## src/rtl/spi_arbiter.sv

```systemverilog
// Round-robin arbiter and byte sequencer sharing one SPI byte engine
// between N_REQ requesters. Holds cs low across each multi-byte transaction,
// tags received bytes with their owner and keeps cs high for a fixed gap
// between transactions.
module spi_arbiter #(
    parameter int unsigned N_REQ      = 2,
    parameter int unsigned MAX_LEN    = 8,
    parameter int unsigned GAP_CYCLES = 4,
    localparam int unsigned IDW       = (N_REQ > 2) ? $clog2(N_REQ) : 1,
    localparam int unsigned LENW      = $clog2(MAX_LEN + 1)
) (
    input  logic                  clk,
    input  logic                  reset,
    input  logic [N_REQ-1:0]      req,
    input  logic [N_REQ*LENW-1:0] req_len,
    input  logic [N_REQ*8-1:0]    req_tx_data,
    output logic [N_REQ-1:0]      grant,
    output logic [N_REQ-1:0]      tx_pop,
    output logic [7:0]            rx_data,
    output logic                  rx_valid,
    output logic [IDW-1:0]        rx_id,
    output logic                  rx_last,
    output logic [N_REQ-1:0]      req_done,
    output logic                  spi_start,
    output logic [7:0]            spi_tx_byte,
    input  logic                  spi_done,
    input  logic [7:0]            spi_rx_byte,
    output logic                  cs
);

    localparam int unsigned GW = (GAP_CYCLES > 1) ? $clog2(GAP_CYCLES) : 1;

    typedef enum logic [2:0] {IDLE, SETUP, START, WAIT, GAP} state_t;

    state_t           state, state_nx;
    logic [IDW-1:0]   owner, owner_nx;
    logic [IDW-1:0]   last, last_nx;
    logic [LENW-1:0]  count, count_nx;
    logic [GW-1:0]    gap_cnt, gap_cnt_nx;
    logic [N_REQ-1:0] grant_nx, tx_pop_nx, req_done_nx;
    logic [7:0]       rx_data_nx, spi_tx_byte_nx;
    logic [IDW-1:0]   rx_id_nx;
    logic             rx_valid_nx, rx_last_nx, spi_start_nx, cs_nx;

    logic             found;
    logic [IDW-1:0]   winner, cand;
    logic [LENW-1:0]  win_len, clamp_len;

    // Round-robin winner search starting just after the last owner, plus length clamp
    always_comb begin
        found  = 1'b0;
        winner = '0;
        cand   = '0;
        for (int unsigned i = 1; i <= N_REQ; i++) begin
            cand = IDW'((32'(last) + i) % N_REQ);
            if (!found && req[cand]) begin
                found  = 1'b1;
                winner = cand;
            end
        end
        win_len = req_len[32'(winner)*LENW +: LENW];
        if (win_len == '0)
            clamp_len = LENW'(1);
        else if (32'(win_len) > MAX_LEN)
            clamp_len = LENW'(MAX_LEN);
        else
            clamp_len = win_len;
    end

    // Next-state and next-output logic; every output is registered below
    always_comb begin
        state_nx       = state;
        owner_nx       = owner;
        last_nx        = last;
        count_nx       = count;
        gap_cnt_nx     = gap_cnt;
        grant_nx       = grant;
        cs_nx          = cs;
        tx_pop_nx      = '0;
        req_done_nx    = '0;
        rx_valid_nx    = 1'b0;
        rx_last_nx     = 1'b0;
        spi_start_nx   = 1'b0;
        rx_data_nx     = rx_data;
        rx_id_nx       = rx_id;
        spi_tx_byte_nx = spi_tx_byte;

        case (state)
            IDLE: begin
                if (found) begin
                    owner_nx = winner;
                    grant_nx = N_REQ'(1) << winner;
                    count_nx = clamp_len;
                    cs_nx    = 1'b0;
                    state_nx = SETUP;
                end
            end
            SETUP: begin
                spi_start_nx      = 1'b1;
                spi_tx_byte_nx    = req_tx_data[32'(owner)*8 +: 8];
                tx_pop_nx[owner]  = 1'b1;
                state_nx          = START;
            end
            START: begin
                state_nx = WAIT;
            end
            WAIT: begin
                if (spi_done) begin
                    rx_data_nx  = spi_rx_byte;
                    rx_valid_nx = 1'b1;
                    rx_id_nx    = owner;
                    if (count > LENW'(1)) begin
                        // Back-to-back byte: next start overlaps this rx_valid
                        count_nx         = count - LENW'(1);
                        spi_start_nx     = 1'b1;
                        spi_tx_byte_nx   = req_tx_data[32'(owner)*8 +: 8];
                        tx_pop_nx[owner] = 1'b1;
                        state_nx         = START;
                    end else begin
                        rx_last_nx         = 1'b1;
                        req_done_nx[owner] = 1'b1;
                        cs_nx              = 1'b1;
                        grant_nx           = '0;
                        last_nx            = owner;
                        gap_cnt_nx         = GW'(GAP_CYCLES - 1);
                        state_nx           = GAP;
                    end
                end
            end
            GAP: begin
                if (gap_cnt == '0)
                    state_nx = IDLE;
                else
                    gap_cnt_nx = gap_cnt - GW'(1);
            end
            default: state_nx = IDLE;
        endcase
    end

    // State and output registers; pointer resets so requester 0 is searched first
    always_ff @(posedge clk or posedge reset) begin
        if (reset) begin
            state       <= IDLE;
            owner       <= '0;
            last        <= IDW'(N_REQ - 1);
            count       <= '0;
            gap_cnt     <= '0;
            grant       <= '0;
            cs          <= 1'b1;
            tx_pop      <= '0;
            req_done    <= '0;
            rx_valid    <= 1'b0;
            rx_last     <= 1'b0;
            spi_start   <= 1'b0;
            rx_data     <= '0;
            rx_id       <= '0;
            spi_tx_byte <= '0;
        end else begin
            state       <= state_nx;
            owner       <= owner_nx;
            last        <= last_nx;
            count       <= count_nx;
            gap_cnt     <= gap_cnt_nx;
            grant       <= grant_nx;
            cs          <= cs_nx;
            tx_pop      <= tx_pop_nx;
            req_done    <= req_done_nx;
            rx_valid    <= rx_valid_nx;
            rx_last     <= rx_last_nx;
            spi_start   <= spi_start_nx;
            rx_data     <= rx_data_nx;
            rx_id       <= rx_id_nx;
            spi_tx_byte <= spi_tx_byte_nx;
        end
    end

endmodule

```

## config.mk

```make
export PLATFORM = sky130hd
export DESIGN_NAME = spi_arbiter
export DESIGN_NICKNAME = d
export VERILOG_FILES = /design/src/rtl/spi_arbiter.sv
export SDC_FILE = /design/constraint.sdc
export NUM_CORES = 1
export LEC_CHECK = 0
export BUFFER_PORTS_ARGS = -buffer_cell sky130_fd_sc_hd__buf_4
export CORE_ASPECT_RATIO = 0.8
export CORE_MARGIN = 5
export CORE_UTILIZATION = 44
export CTS_CLUSTER_SIZE = 40
export DETAILED_ROUTE_END_ITERATION = 8
export PLACE_DENSITY = 0.75
export SLEW_MARGIN = 20
export SYNTH_ARGS = -nofsm -noshare
export SYNTH_HDL_FRONTEND = slang
export SYNTH_SLANG_ARGS = --single-unit
```

## constraint.sdc

```tcl
create_clock -name clk -period 1.9 [get_ports clk]
set_input_delay 0.38 -clock clk [delete_from_list [all_inputs] [get_ports clk]]
set_output_delay 0.38 -clock clk [all_outputs]
set_load 0.005 [all_outputs]
```

**Word level (Yosys, flattened, before mapping)**

Cells that the tools add are included.

- Shift operators: 3
- Reductions and logical operators: 17
- Add/subtract/negate cells: 4
- Magnitude comparators: 6
- Mux-type cells: 50
- Eq/ne operators: 10
- Bitwise gates (word level): 1

Operators with widths:

| operator | number |
|---|---|
| 2-to-1 mux 2 bit | 11 |
| 2-to-1 mux 4 bit | 5 |
| 2-to-1 mux 1 bit | 19 |
| 2-to-1 mux 8 bit | 2 |
| one-hot mux 8 bit (2 select lines) | 1 |
| variable part select 16 x 5 -> 8 bit | 1 |
| one-hot mux 3 bit (5 select lines) | 1 |
| 2-to-1 mux 3 bit | 4 |
| inequality test 2 bit, second input constant | 6 |
| one-hot mux 2 bit (2 select lines) | 3 |
| AND reduction 4 bit | 3 |
| AND reduction 3 bit | 3 |
| one-hot mux 4 bit (2 select lines) | 1 |
| variable part select 8 x 4 -> 4 bit | 1 |
| equality test 3 x 2 -> 1 bit, second input constant | 2 |
| < comparator 1 x 2 -> 1 bit, second input constant | 3 |
| nonzero test 2 bit | 3 |
| > comparator 4 x 1 -> 1 bit, second input constant | 1 |
| > comparator 4 bit, second input constant | 1 |
| zero test 4 bit | 1 |
| one-hot mux 1 bit (2 select lines) | 2 |
| AND reduction 2 bit | 2 |
| subtractor 4 x 1 -> 4 bit, second input constant | 1 |
| equality test 3 x 1 -> 1 bit, second input constant | 1 |
| other kinds (11) | 13 |

- Bits in registers: 38

**Logic depth before layout (Yosys ltp)**

Gate-level depths: netlist (run 1).

- Depth in word-level cells: 13
- Mapped depth: 8

**Worst setup path before layout (run 1)**

Ideal clock, no wire load.

- Kind: flip-flop to flip-flop
- Start point: reg count[0]
- End point: reg grant[0]
- Data required time: 1.772 ns
- Slack: 0.149 ns
- Stages on the path, launching flop included: 9
- Path buffers: 1
- Library setup time: 0.128 ns
- Period minus slack after synthesis: 1.751 ns
- Data arrival time: 1.623 ns
- Cells stage by stage: dfrtp_1 inv_1 ha_1 nor2_1 or2_1 buf_2 o21a_1 nor2_2 mux2_1

- Cells in the longest elaborated chain, start to end: 3

RTL lines:

| what | RTL line | RTL |
|---|---|---|
| from (decl) | 38 | `logic [LENW-1:0] count, count_nx;` |
| from (signal assigned) | 162 | `count <= count_nx;` |
| > comparator 4 x 1 -> 1 bit | 112 | `if (count > LENW'(1)) begin` |
| inequality test 2 bit (no line) | n/a |  |
| AND reduction 4 bit (no line) | n/a |  |
| to (signal assigned) | 164 | `grant <= grant_nx;` |
| to (decl) | 17 | `output logic [N_REQ-1:0] grant,` |

No other way between the ends.
A chain may end at the register's enable or synchronous reset.

**Worst setup path in the final report (run 1)**

Same ends and word-level chain as after synthesis.

==> impl_metrics.py, run 1 <==
metrics = {
    "sta": {
        "maxSlewHeadroom": 0.621,
        "maxSlewViolCount": 0,
        "fmax_ghz": 0.564,
        "finalSetupTns_ns": 0,
        "finalHoldViolCount": 0,
        "min_period_ns": 1.77,
        "fin_crit_sh": 0.933,
        "fin_skew_ns": 0.00579,
        "rsz0062_at_grt": "false",
        "setup_viol": 0,
        "tightest_slew_ns": 0.568,
        "setup_ws_ns": 0.127,
    },
    "routing": {
        "top_layer": "met4",
        "drt-met1-wl_mm": 1.80,
        "drt-total-wl_mm": 3.66,
        "wl_per_cell_um": 12.2,
        "vias": 1434,
        "ant_nets": 0,
        "first_pass_iters": 4,
        "drtIter0Drc": 66,
        "dr_wl_met2_mm": 1.52,
        "drc_errors": 0,
        "viasPerCell": 4.76,
        "met3_length_um": 309,
    },
    "die": {
        "rows": 20,
        "start_util": 0.456,
        "die_area_um2": 5270,
        "fp.coreArea_um2": 3780,
        "die_x_um": 79.9,
        "die_h_um": 66.0,
        "io_pins": 64,
    },
    "place": {
        "io_buffers": 63,
        "gp_congestion": 0.852,
        "place_hpwl_mm": 2.82,
        "pre_cts_ws_ns": 0.159,
    },
    "worst_setup_path": {
        "crit_path_end_kind": "flip-flop",
        "critPathMaxFanout": 3,
        "crit_required_ns": 2.06,
        "path_class": "flip-flop to flip-flop",
        "worst_setup_path_start_kind": "flip-flop",
        "critPathMaxStageDelay_ns": 0.40,
        "path_cells": "inv_1 > ha_1 > nor2_1 > or2_1 > o21a_1 > nor2_2 > mux2_1",
        "r2r-start": "count[0]",
        "startpoint": "count[0]",
        "arrival_ns": 1.93,
        "crit_slowest_cell": "dfrtp_1",
    },
    "logic_synthesis": {
        "synth_nets": 216,
        "synth_top_area_share": 0.523,
        "synth_area_leader_cell": "dfrtp_1",
        "ys_seq_area_frac": 0.554,
        "avgSynthCellArea_um2": 9.78,
        "synth-seq-cells": 38,
        "ys.warnings.count": 0,
        "syn_area_um2": 1720,
        "ys_types": 38,
        "netlist_top_cells_area": "dfrtp_1 52%, nand2_1 7.0%, mux2i_1 4.7%",
        "synthCells": 176,
    },
    "final_layout": {
        "area_growth_pct": 37.2,
        "antennaDiodeCount": 0,
        "drive_gt1_frac": 0.341,
        "fill_cells": 325,
        "nets": 285,
    },
    "power_and_ir_drop": {
        "p_per_area_nw_per_um2": 1470,
        "ir_drop_mv": 0.753,
        "leakagePower_nw": 1.18,
    },
    "clock_tree": {
        "cts_resized": 0,
        "holdBufCountCts": 0,
        "cts_buffers": 5,
        "cts.sinks": 38,
        "htreeDepth": 2,
        "cts_max_path_buffers": 2,
        "root_buffer": "clkbuf_8",
        "clkLatencyLatePin_ns": 0.28,
        "postCtsSetupRepairBufs": 0,
        "clkTransAtPathRegs_ns": 0.07,
        "cts_tree": "built",
    },
    "global_route": {
        "grt_overflow_total": 0,
        "grt_max_degree": 39,
        "grt_pass1_vias": 1391,
        "grt.total_usage": 0.146,
        "grt_antenna_before_repair": 0,
        "grt_pass1_wl_mm": 6.04,
    },
    "flow_run": {
        "maxCapViolCount": 0,
    },
    "min_path": {
        "hold_path_class": "input pin to async pin",
    },
    "outcome": {
        "status": "complete, no violations",
    },
}
flip-flops by register name, summed over array words and instances, names as in the netlist:
signal       cells
rx_id            1
tx_pop           2
count            4
rx_data          8
rx_last          1
cs               1
spi_start        1
req_done         2
grant            2
gap_cnt          2
last             1
spi_tx_byte      8
owner            1
rx_valid         1
state            3
critical path: cells and delay by family (launching register included):
kind	cells	cell delay, ns
AO/OA/AOI/OAI	1	0.20
adder cells (fa/ha/maj)	1	0.18
buffers and inverters	1	0.10
flip-flops	1	0.40
multiplexers	1	0.34
AND/OR/NAND/NOR	3	0.43
layout by cell type (no fill, tap or decap), types with 5 or more instances in the layout:
master and instances:
inv_1 8, nor3_1 5, a21oi_1 15, dfrtp_1 36, nor2_1 19, mux2i_1 8
o21ai_0 7, clkbuf_8 6, nand2_1 32, buf_4 67
cell families (layout without fill, tap and decap cells):
group	Yosys count	in the layout	share of synthesized area
DFF	38	38	0.554
buffers and inverters	14	84	0.0320
muxes	10	10	0.0596
AOI/OAI and AO/OA	38	38	0.144
adders and majority gates	3	3	0.0218
and+or+nand+nor	73	73	0.189
path summary, 6_finish.rpt:
path	end	slack [ns]	depth (start not counted)
max	grant[0]	0.13	7
max in group asynchronous	last	1.34	3
max reg2reg	grant[0]	0.13	7
min	grant[1]	0.20	3
min reg2reg	rx_data[6]	0.48	2
min in group clk	rx_data[3]	0.28	3
per-stage QoR:
step / power, W / cells / hold slack, ns / instance area [um2] / utilization
after global placement: 0.00294 / 293 / 0.459 / 2270 / 0.601
final: 0.00348 / 301 / 0.202 / 2360 / 0.625
after detailed placement: 0.00298 / 293 / 0.464 / 2270 / 0.601
after CTS: 0.00353 / 301 / 0.224 / 2360 / 0.625
after floorplan: 0.00230 / 176 / 0.445 / 1720 / -
after global routing: 0.00381 / 301 / 0.261 / 2360 / 0.625
where the power goes:
part	switching (W)	internal, W	leakage (nW)
combinational	0.000720	0.000795	0.679
clock	0.000251	0.000296	0.0455
sequential	0.000251	0.00117	0.456
metal layers:
layer / track usage / vias up
met1: 0.204 / 653
met2: 0.218 / 43
met4: 0.0401 / 0
met3: 0.0477 / 5
met5: 0 / -
li1: - / 733
cell usage after synthesis:
library cell  count
clkbuf_1          3
o211ai_1          1
nand3_1           3
nand2_1          32
inv_1             8
a21oi_4           1
nor3b_1           3
nor2_2            1
dfrtp_1          36
nor3_1            5
a31o_2            1
a22o_1            1
o21ai_1           1
or2_1             2
nand2b_1          2
or2_2             2
mux2_2            1
and2_1            1
nor2_1           19
clkinv_1          1
ha_1              3
mux2i_1           8
a21boi_2          1
and2_4            1
o32a_1            1
o22ai_1           3
a311oi_1          2
or3_1             1
buf_2             2
o21a_1            1
nor2b_1           1
mux2_1            1
dfstp_2           2
o21ai_0           7
a21oi_1          15
a21oi_2           1
o21bai_1          1
a221o_1           1
layout make-up:
class | count | area [um2] | share of cell area
sequential | 38 | 953 | 0.404
timing repair buffer | 67 | 503 | 0.213
clock buffer | 8 | 90.1 | 0.0381
multi-input combinational | 124 | 713 | 0.302
tap | 55 | 68.8 | 0.0291
inverter | 9 | 33.8 | 0.0143
Note: power is estimated with default switching activity, not from simulation.
==> run 2: changes to the inputs <==
--- a/config.mk
+++ b/config.mk
@@ -11,7 +11,7 @@
 export CORE_UTILIZATION = 44
 export CTS_CLUSTER_SIZE = 40
 export DETAILED_ROUTE_END_ITERATION = 8
-export PLACE_DENSITY = 0.75
+export PLACE_DENSITY = 0.81
 export SLEW_MARGIN = 20
 export SYNTH_ARGS = -nofsm -noshare
 export SYNTH_HDL_FRONTEND = slang
==> constraint.sdc (replaced) <==
create_clock -name clk -period 1.9 [get_ports clk]
set_input_delay 0.095 -clock clk [delete_from_list [all_inputs] [get_ports clk]]
set_output_delay 0.095 -clock clk [all_outputs]
set_load 0.005 [all_outputs]
==> run 2 against run 1 <==
  * Clock-buffer cell count down 3
  * Combinational power about the same
  * Flip-flop and latch count unchanged
  * Clock skew shrank 0.00070 ns
  * Largest cell class unchanged
  * Highest routed layer unchanged
==> impl_metrics.py, run 2 (synthesized netlist as in run 1, its figures left out) <==
metrics = {
    "outcome": {
        "status": "complete, no violations",
    },
    "place": {
        "place_area_um2": 2260,
        "place_inst": 292,
        "pre_cts_ws_ns": 0.148,
        "place_hpwl_mm": 2.82,
        "gp_congestion": 0.888,
        "io_buffers": 63,
    },
    "clock_tree": {
        "clkTransAtPathRegs_ns": 0.07,
        "cts_resized": 0,
        "cts.sinks": 38,
        "holdBufCountCts": 8,
        "cts_max_path_buffers": 2,
        "cts_buffers": 5,
        "clkLatencyLatePin_ns": 0.28,
        "postCtsSetupRepairBufs": 0,
        "htreeDepth": 2,
        "cts_tree": "built",
        "root_buffer": "clkbuf_8",
    },
    "die": {
        "io_pins": 64,
        "rows": 20,
        "die_x_um": 79.9,
        "die_area_um2": 5270,
        "die_h_um": 66.0,
        "start_util": 0.456,
        "fp.coreArea_um2": 3780,
    },
    "global_route": {
        "grt_pass1_wl_mm": 6.38,
        "grt_antenna_before_repair": 0,
        "grt_overflow_total": 0,
        "grt_max_degree": 39,
        "grt_pass1_vias": 1362,
        "grt.total_usage": 0.154,
    },
    "routing": {
        "vias": 1469,
        "viasPerCell": 4.77,
        "first_pass_iters": 4,
        "drc_errors": 0,
        "wl_per_cell_um": 12.7,
        "ant_nets": 0,
        "drt-total-wl_mm": 3.90,
        "drtIter0Drc": 115,
    },
    "power_and_ir_drop": {
        "p_per_area_nw_per_um2": 1470,
        "power.switching_w": 0.00126,
        "p_seq_frac": 0.396,
        "leakagePower_nw": 1.22,
        "switching_share": 0.348,
        "pwr-share-clk": 0.181,
        "p_int_w": 0.00236,
        "ir_drop_mv": 0.749,
        "p_comb_frac": 0.424,
    },
    "final_layout": {
        "utilization": 0.649,
        "final_common_cell": "buf_4",
        "instances_no_fill": 308,
        "layout_common_cells": "66 x buf_4, 36 x dfrtp_1, 32 x nand2_1",
        "fill_cells": 316,
        "multiInputGateArea_um2": 713,
        "nets": 292,
        "design_area_um2": 2450,
        "register_area_um2": 953,
        "area_growth_pct": 42.5,
        "drive_gt1_frac": 0.336,
        "antennaDiodeCount": 0,
        "reg_top3": "rx_data: 8 flops, spi_tx_byte: 8 flops, count: 4 flops",
    },
    "sta": {
        "fin_crit_sh": 0.936,
        "maxSlewHeadroom": 0.596,
        "tightest_slew_ns": 0.607,
        "fin_skew_ns": 0.00508,
        "fmax_ghz": 0.562,
        "setup_ws_ns": 0.122,
        "min_period_ns": 1.78,
        "rsz0062_at_grt": "false",
        "setup_viol": 0,
        "finalHoldViolCount": 0,
        "finalSetupTns_ns": 0,
        "maxSlewViolCount": 0,
    },
    "worst_setup_path": {
        "path_class": "flip-flop to flip-flop",
        "arrival_ns": 1.95,
        "crit_path_end_kind": "flip-flop",
        "crit_required_ns": 2.07,
        "worst_setup_path_start_kind": "flip-flop",
        "critPathMaxFanout": 8,
        "startpoint": "state[0]",
        "r2r-start": "state[0]",
    },
    "min_path": {
        "min_from": "spi_rx_byte[2]",
        "hold_path_class": "input pin to flip-flop",
    },
    "flow_run": {
        "maxCapViolCount": 0,
    },
}
## run 2: final timing paths
check,to,slack (ns),depth (start not counted)
worst min register to register,gap_cnt[0],0.47,1
worst max register to register,count[1],0.12,4
max in group asynchronous,last,1.08,4
worst min-delay path,rx_data[2],0.01,3
worst max-delay path,count[1],0.12,4
min in group asynchronous,spi_start,0.48,4
## run 2: cell type report
cell class / instances / share of cell area
multi-input cells: 124 / 0.291
flip-flops and latches: 38 / 0.389
clock inverters: 3 / 0.0163
inverters: 9 / 0.0138
repair buffers: 74 / 0.235
well taps: 55 / 0.0280
clock buffers: 5 / 0.0280
## run 2: worst max-delay path, stage by stage (launching register included)
cell and delay, ns:
dfrtp_1 0.43, and2_4 0.19, a221o_1 0.44, a21oi_4 0.25, mux2_2 0.36
## run 2: per-layer routing
metal	GRT usage	vias up	wire (um)
met1	0.213	658	1820
met3	0.0409	2	300
li1	-	751	-
met5	0	-	0
met4	0.0380	0	19
met2	0.242	58	1760
## run 2: stage by stage
step	total power (W)	hold WS [ns]
detailed placement	0.00296	0.238
finish	0.00361	0.0149
global placement	0.00292	0.237
global route	0.00390	0.0124
floorplan	0.00230	0.184
CTS	0.00364	0.0104
## run 2: power groups by stage
stage               clock (W)  sequential, W  combinational, W
floorplan                   0        0.00139          0.000916
global placement            0        0.00143           0.00149
detailed placement          0        0.00143           0.00153
CTS                  0.000673        0.00143           0.00155
global route         0.000704        0.00149           0.00171
finish               0.000653        0.00143           0.00153
